### config.mk
export PLATFORM = sky130hd
export DESIGN_NAME = fp_elem_unpacker
export DESIGN_NICKNAME = d
export VERILOG_FILES = /design/src/rtl/fp_types_pkg.sv /design/src/rtl/fp_elem_unpacker.sv
export SDC_FILE = /design/constraint.sdc
export NUM_CORES = 1
export LEC_CHECK = 0
export BUFFER_PORTS_ARGS = -buffer_cell sky130_fd_sc_hd__buf_2
export CORE_MARGIN = 2
export CORE_UTILIZATION = 57
export CTS_CLUSTER_DIAMETER = 120
export DETAILED_ROUTE_END_ITERATION = 8
export PLACE_DENSITY_LB_ADDON = 0.3
export SLEW_MARGIN = 20
export SYNTH_ARGS = -nofsm -noshare
export SYNTH_HDL_FRONTEND = slang
export SYNTH_SLANG_ARGS = --single-unit
### constraint.sdc
create_clock -name clk_i -period 3.83 [get_ports clk_i]
set_input_delay 0.1915 -clock clk_i [delete_from_list [all_inputs] [get_ports clk_i]]
set_output_delay 0.1915 -clock clk_i [all_outputs]
set_load 0.005 [all_outputs]
### src/rtl/fp_types_pkg.sv
`default_nettype none
// ============================================================================
// Module      : fp_types_pkg
// Description : Shared floating-point type codes, format widths and helpers
//               used by the element unpacker and the fp9 converter.
// Revision    : 1.0 - initial release
// ============================================================================
package fp_types_pkg;

  localparam logic [4:0] TYPE_FP4  = 5'd0;
  localparam logic [4:0] TYPE_FP8  = 5'd1;
  localparam logic [4:0] TYPE_FP16 = 5'd2;

  localparam int unsigned C_FP4_WIDTH  = 4;
  localparam int unsigned C_FP8_WIDTH  = 8;
  localparam int unsigned C_FP16_WIDTH = 16;

  typedef enum logic [0:0] {
    ST_IDLE = 1'b0,
    ST_EMIT = 1'b1
  } unpack_state_t;

  // Zero marks an unsupported type code.
  function automatic logic [3:0] elems_per_word(input logic [4:0] i_type);
    case (i_type)
      TYPE_FP4:  elems_per_word = 4'd8;
      TYPE_FP8:  elems_per_word = 4'd4;
      TYPE_FP16: elems_per_word = 4'd2;
      default:   elems_per_word = 4'd0;
    endcase
  endfunction

endpackage
`default_nettype wire

### src/rtl/fp_elem_unpacker.sv
`default_nettype none
// ============================================================================
// Module      : fp_elem_unpacker
// Description : Splits packed 32-bit FP4/FP8/FP16 words into one right-aligned
//               element per cycle with valid/ready handshakes on both sides.
// Revision    : 1.0 - initial release
// ============================================================================
module fp_elem_unpacker
  import fp_types_pkg::*;
#(
  parameter int WORD_WIDTH = 32,
  parameter int ELEM_WIDTH = 16
) (
  input  logic                  clk_i,
  input  logic                  rst_i,
  input  logic                  in_valid_i,
  output logic                  in_ready_o,
  input  logic [WORD_WIDTH-1:0] in_word_i,
  input  logic [4:0]            in_type_i,
  input  logic                  in_last_i,
  output logic                  out_valid_o,
  input  logic                  out_ready_i,
  output logic [ELEM_WIDTH-1:0] out_elem_o,
  output logic [4:0]            out_type_o,
  output logic                  out_first_o,
  output logic                  out_last_o,
  output logic                  err_type_o
);

  unpack_state_t         r_state;
  logic [WORD_WIDTH-1:0] r_word;
  logic [4:0]            r_type;
  logic                  r_last;
  logic [2:0]            r_idx;
  logic                  r_err;

  logic                  w_busy;
  logic [2:0]            w_last_idx;
  logic [4:0]            w_shamt;
  logic [ELEM_WIDTH-1:0] w_mask;
  logic [ELEM_WIDTH-1:0] w_sel;
  logic                  w_in_type_ok;
  logic                  w_accept;
  logic                  w_word_done;

  assign w_busy       = (r_state == ST_EMIT);
  assign w_last_idx   = 3'(elems_per_word(r_type) - 4'd1);
  assign w_in_type_ok = (elems_per_word(in_type_i) != 4'd0);
  assign w_word_done  = out_ready_i && (r_idx == w_last_idx);

  // Shift amount is idx * element width, built by concatenation per format.
  always_comb begin
    w_shamt = 5'd0;
    w_mask  = '0;
    case (r_type)
      TYPE_FP4: begin
        w_shamt = {r_idx, 2'b00};
        w_mask  = ELEM_WIDTH'((1 << C_FP4_WIDTH) - 1);
      end
      TYPE_FP8: begin
        w_shamt = {r_idx[1:0], 3'b000};
        w_mask  = ELEM_WIDTH'((1 << C_FP8_WIDTH) - 1);
      end
      TYPE_FP16: begin
        w_shamt = {r_idx[0], 4'b0000};
        w_mask  = ELEM_WIDTH'((1 << C_FP16_WIDTH) - 1);
      end
      default: begin
        w_shamt = 5'd0;
        w_mask  = '0;
      end
    endcase
  end

  assign w_sel = ELEM_WIDTH'(r_word >> w_shamt);

  // Ready never depends on in_valid_i; only on held state and downstream ready.
  assign in_ready_o = !rst_i && (!w_busy || w_word_done);
  assign w_accept   = in_valid_i && in_ready_o;

  assign out_valid_o = w_busy;
  assign out_elem_o  = w_busy ? (w_sel & w_mask) : '0;
  assign out_type_o  = w_busy ? r_type : 5'd0;
  assign out_first_o = w_busy && (r_idx == 3'd0);
  assign out_last_o  = w_busy && r_last && (r_idx == w_last_idx);
  assign err_type_o  = r_err;

  always_ff @(posedge clk_i) begin
    if (rst_i) begin
      r_state <= ST_IDLE;
      r_word  <= '0;
      r_type  <= 5'd0;
      r_last  <= 1'b0;
      r_idx   <= 3'd0;
      r_err   <= 1'b0;
    end else begin
      r_err <= 1'b0;
      case (r_state)
        ST_IDLE: begin
          if (w_accept) begin
            if (w_in_type_ok) begin
              r_word  <= in_word_i;
              r_type  <= in_type_i;
              r_last  <= in_last_i;
              r_idx   <= 3'd0;
              r_state <= ST_EMIT;
            end else begin
              r_err <= 1'b1;
            end
          end
        end
        ST_EMIT: begin
          if (w_word_done) begin
            r_idx <= 3'd0;
            if (w_accept && w_in_type_ok) begin
              r_word <= in_word_i;
              r_type <= in_type_i;
              r_last <= in_last_i;
            end else begin
              r_state <= ST_IDLE;
              r_err   <= w_accept;
            end
          end else if (out_ready_i) begin
            r_idx <= r_idx + 3'd1;
          end
        end
        default: begin
          r_state <= ST_IDLE;
          r_idx   <= 3'd0;
        end
      endcase
    end
  end

endmodule
`default_nettype wire
Word level (Yosys, flattened, before mapping). Cells that the tools add are included.

Output and inout port bits: 26. Input port bits: 42. Logic and storage cells: 73. Flip-flop bits (word level): 43.

Equal/unequal tests: 10. Bitwise logic cells: 2. Shift operators: 1. Add/subtract/negate cells: 2. Reductions and logical operators: 16. Mux-type cells: 36.

Operator list (count): $mux W32 (4); $pmux W32 S2 (1); $pmux W16 S3 (1); $shr A32 B5 Y16 (1); $mux W5 (5); $and A16 B16 Y16 (1); $mux W16 (1); $pmux W5 S3 (1); $mux W1 (12); $mux W3 (4); $pmux W4 S3 (1); $eq A5 B1 Y1 const B (2); $eq A5 B2 Y1 const B (2); $logic_not A5 Y1 (2); $pmux W5 S2 (1); $pmux W3 S3 (1); $logic_and A1 B1 Y1 (7); $pmux W1 S2 (3); $pmux W3 S2 (1); $ne A2 B1 Y1 const B (2); $ne A2 B2 Y1 const B (2); $reduce_and A4 Y1 (1); $reduce_bool A4 Y1 (1); $add A3 B1 Y3 const B (1); other kinds (8) (9).

Logic depth before layout (Yosys ltp).
Depth in word-level cells: 12. Mapped depth: 12. Depth with buffers taken out: 9.

Worst setup path before layout. OpenSTA, ideal clock, no wires.

Path type: flip-flop to output port. From: reg r_type[4]. To: out out_elem_o[0]. Cell stages (with the launch flop): 11. Arrival: 2330 ps. Data required time: 3638 ps. Buffers on the path: 2. Path slack: 1309 ps. Cell sequence: dfxtp_1 > nor3_1 > and2_1 > buf_2 > inv_1 > ha_1 > nand3b_1 > a21oi_2 > buf_4 > mux2_2 > o22ai_1.

Cells in the longest elaborated chain, start to end: 5. Elaborated cells on any way between the ends: 8. Classes of those cells: eq/ne: 2; shift: 1; mux: 3; bitwise: 1; reduce/logical: 1.

Ends and longest elaborated chain: start: declaration (RTL line fp_elem_unpacker.sv:32) `logic [4:0] r_type;`; start signal: assignment (RTL line fp_elem_unpacker.sv:103) `r_type <= in_type_i;`; start signal: assignment (RTL line fp_elem_unpacker.sv:117) `r_type <= in_type_i;`; $eq A5 B2 Y1 (tied with other cells) (RTL line fp_elem_unpacker.sv:55) `case (r_type)`; $pmux W5 S3 (RTL line fp_elem_unpacker.sv:55); $shr A32 B5 Y16 (RTL line fp_elem_unpacker.sv:75) `assign w_sel = ELEM_WIDTH'(r_word >> w_shamt);`; $and A16 B16 Y16 * (RTL line fp_elem_unpacker.sv:82) `assign out_elem_o = w_busy ? (w_sel & w_mask) : '0;`; $mux W16 * (RTL line fp_elem_unpacker.sv:82); end: declaration (RTL line fp_elem_unpacker.sv:23) `output logic [ELEM_WIDTH-1:0] out_elem_o,`.

Every way passes the cells marked *; elsewhere a longest branch is shown, timed or not.

Worst setup path in the final report.
From: reg r_type[4]. To: out in_ready_o.

Cells in the longest elaborated chain, start to end: 7. Elaborated cells on any way between the ends: 9. Classes of those cells: add/sub: 1; eq/ne: 3; mux: 1; reduce/logical: 4.

Ends and longest elaborated chain: $eq A5 B2 Y1 (tied with other cells) (RTL line fp_types_pkg.sv:25) `case (i_type)`; $pmux W3 S3 * (RTL line fp_types_pkg.sv:25); $sub A3 B1 Y3 * (RTL line fp_elem_unpacker.sv:47) `assign w_last_idx = 3'(elems_per_word(r_type) - 4'd1);`; $eq A3 B3 Y1 * (RTL line fp_elem_unpacker.sv:49) `assign w_word_done = out_ready_i && (r_idx == w_last_idx);`; $logic_and A1 B1 Y1 * (RTL line fp_elem_unpacker.sv:49); $logic_or A1 B1 Y1 * (RTL line fp_elem_unpacker.sv:78) `assign in_ready_o = !rst_i && (!w_busy || w_word_done);`; $logic_and A1 B1 Y1 * (RTL line fp_elem_unpacker.sv:78); end: declaration (RTL line fp_elem_unpacker.sv:17) `output logic in_ready_o,`.

Marks and branches as above.

==> metrics <==
Pwr Total 0.817 mW; run status finished, final reports clean; Post-Place Cells 423; DR vias 2685; Detailed Routing Iterations Pass 1 4; slew margin rel. 33.1%; most heavily used metal layer in global routing met1; global routing met3 resource utilization 4.01%; register bit total from synthesis 43; Commonest cells post-synth 45 x nand3_1, 43 x dfxtp_1, 40 x o21ai_0; global-route congestion overflow total 0; initial core utilization 60.4%; Hold Crit Depth 3; origin of the worst setup path r_type[4]; Inserted Clock Buffers 5; total global routing track utilization 27.0%; FF-to-FF End r_word[19]; first-pass GRT wire length 11.3 mm; remaining routing DRC violations 0; Die Area 0.00527 mm^2; worst setup path endpoint in_ready_o; Max Freq 312 MHz; compound-gate portion of the synthesized area 21.9%; Max clock buf depth 2; aggregate routed wire length 6.94 mm; count of routing violations after the opening detailed-route iteration 310; vias in the first global route 2355; count leader, synth nand3_1; summed instance area of the synthesized netlist 0.00268 mm^2; placeable core region 0.00444 mm^2; antenna violations before repair 0; number of clock sinks 43; Synth async-reset ratio 0%; post-synthesis area per instance 8.13 um^2; non-filler cells in the finished layout 431; final worst path period share 83.6%; share of the synthesized netlist area taken by xor and xnor gates 0.653%; crit end category output pin; Final Hold Vio Count 0; Primary FF master, synth dfxtp_1; peak fanout along the critical path 39; Yosys cell types 43; final estimated routing congestion in global placement 0.906; CTS tree built; WS Path Type flop to output pin; Resized Gates After CTS 0; class of the worst hold path input pin to flop; post-synth net total 375; share of the synthesized area in the top cell type 32.1%; Setup Buffers After CTS 0; Max Slew Vio Count 0; Area growth, synth to finish 14.0%; Worst VDD drop 0.270 mV; multiplexer area fraction after synthesis 17.2%; Root Buffer clkbuf_8; # setup viols final 0; type of element launching the critical path flop; row count 24; reg2reg setup slack 0.85 ns; Maximum Capacitance Violations 0; floorplan die height 72.6 um; beginning of the worst register-to-register path r_type[4]; met2 track demand over resource 39.0%; proportion of synthesized chip area in sequential cells 32.1%; remaining number of nets flagged by the antenna check after routing 0; Clk pin slew, worst setup/hold paths 0.09 ns; largest cells by area after synthesis dfxtp_1 32%, mux2i_1 13%, nand3_1 8.4%; average wire per standard cell 16.1 um; dominant combinational cell family by area after synthesis compound AO/OA/AOI/OAI gates; adder-cell share of the synthesized area 1.40%; number of synthesized flops with an enable pin 0; actual transition at the worst max-transition pin 1.00 ns; maximum number of pins on one net before global-route repair 47; via-per-instance ratio 6.23; unrepaired setup endpoints after global routing false; Req. time, crit path 3.64 ns; number of synthesis warnings 0; Total Negative Setup Slacks 0 ns; Antenna Diode Count 0; number of nets in the finished design 423; number of buffers added to fix hold violations after cts 0; time the final worst path needs with I/O delays and setup 3.20 ns; die extent in x 72.6 um; dpl hpwl 5.02 mm; Arrival @ worst endpoint 3.01 ns; met1 Track Usage GR 41.0%; synthesized-area fraction occupied by and/or/nand/nor cells 20.6%; clock skew 0.00651 ns; power per standard cell area 267 mW/mm^2; insertion delay of the later-clocked pin in the worst-skew pair 0.29 ns; Ports 68; fraction of final layout cells with drive strength greater than 1 25.1%; worst reg-to-reg path cell count 9; most area-hungry cell type in the Yosys netlist dfxtp_1; cell count after synthesis 330; Port Buf Inserts 67; static leakage 1.09 nW; CTS HTree Levels 2
==> state kept, by name, indices dropped and copies added (netlist names) <==
name,cells
r_idx,3
r_word,32
r_type,5
r_last,1
out_valid_o,1
err_type_o,1
==> worst max-delay path, cell delays in order (launching register included) <==
cell,delay [ns]
dfxtp_1,0.35
nor3_1,0.28
and2_1,0.31
inv_1,0.07
ha_1,0.30
xor2_1,0.24
nand4_1,0.16
o211a_1,0.64
nor2_1,0.23
buf_2,0.14
==> layout by cell type, fill, tap and decap left out, drive strengths merged, types with 2 or more instances in the layout <==
master,count
o211ai,2
o211a,4
nand4,2
and3b,3
nor2,10
dfxtp,43
nand3,45
o21ai,40
o22ai,8
nand2,13
clkbuf,5
buf,71
mux2i,36
nand2b,3
a21oi,39
nor3b,4
nand3b,3
nor2b,2
and2,8
mux2,9
a22o,4
ha,3
nor3,3
inv,6
==> final cells by class <==
type | count | area (um^2)
repair buffers | 71 | 365
multi-input cells | 253 | 1660
flip-flops and latches | 43 | 861
clock inverters | 3 | 26.3
well taps | 52 | 65.1
fillers | 374 | 1390
clock buffers | 5 | 68.8
inverters | 4 | 15.0
==> per-stage QoR <==
stage          instance area, um^2  worst slack (ns)  util, %  hold WS [ns]
6_report                      3060             0.628     68.8         0.137
5_1_grt                       3060             0.381     68.8         0.125
4_1_cts                       3060             0.685     68.8         0.131
3_5_place_dp                  2960             0.938     66.6         0.451
3_3_place_gp                  2960              1.08     66.6         0.449
2_1_floorplan                 2680              1.31        -         0.339
==> metal layers <==
| layer | vias up | share of wire (%) | routed length [um] |
|---|---|---|---|
| li1 | 1304 | - | - |
| met1 | 1237 | 47 | 3250 |
| met2 | 134 | 44 | 3050 |
| met3 | 10 | 8.0 | 558 |
| met4 | 0 | 1.1 | 78 |
| met5 | - | 0 | 0 |
==> logic make-up (layout without fill, tap and decap cells) <==
group,after synthesis,count (layout)
mux,45,45
simple gates,101,101
fa+ha+maj,3,3
compound gates,102,102
buf+inv,34,83
flops,43,43
xor+xnor,2,2
==> how the worst min path moves through the flow <==
stage	start	endpoint
CTS	in_word_i[28]	r_word[28]
finish	in_word_i[28]	r_word[28]
global route	in_word_i[28]	r_word[28]
global placement	in_word_i[10]	r_word[10]
floorplan	in_last_i	r_last
detailed placement	in_word_i[28]	r_word[28]
==> power breakdown <==
part           leakage (nW)  internal [mW]  switching, mW
Clock                0.0491          0.134          0.168
Sequential            0.347          0.451        0.00549
Combinational         0.698         0.0264         0.0310
Total                  1.09          0.612          0.205
No activity file was read; power rests on OpenSTA's default activity.
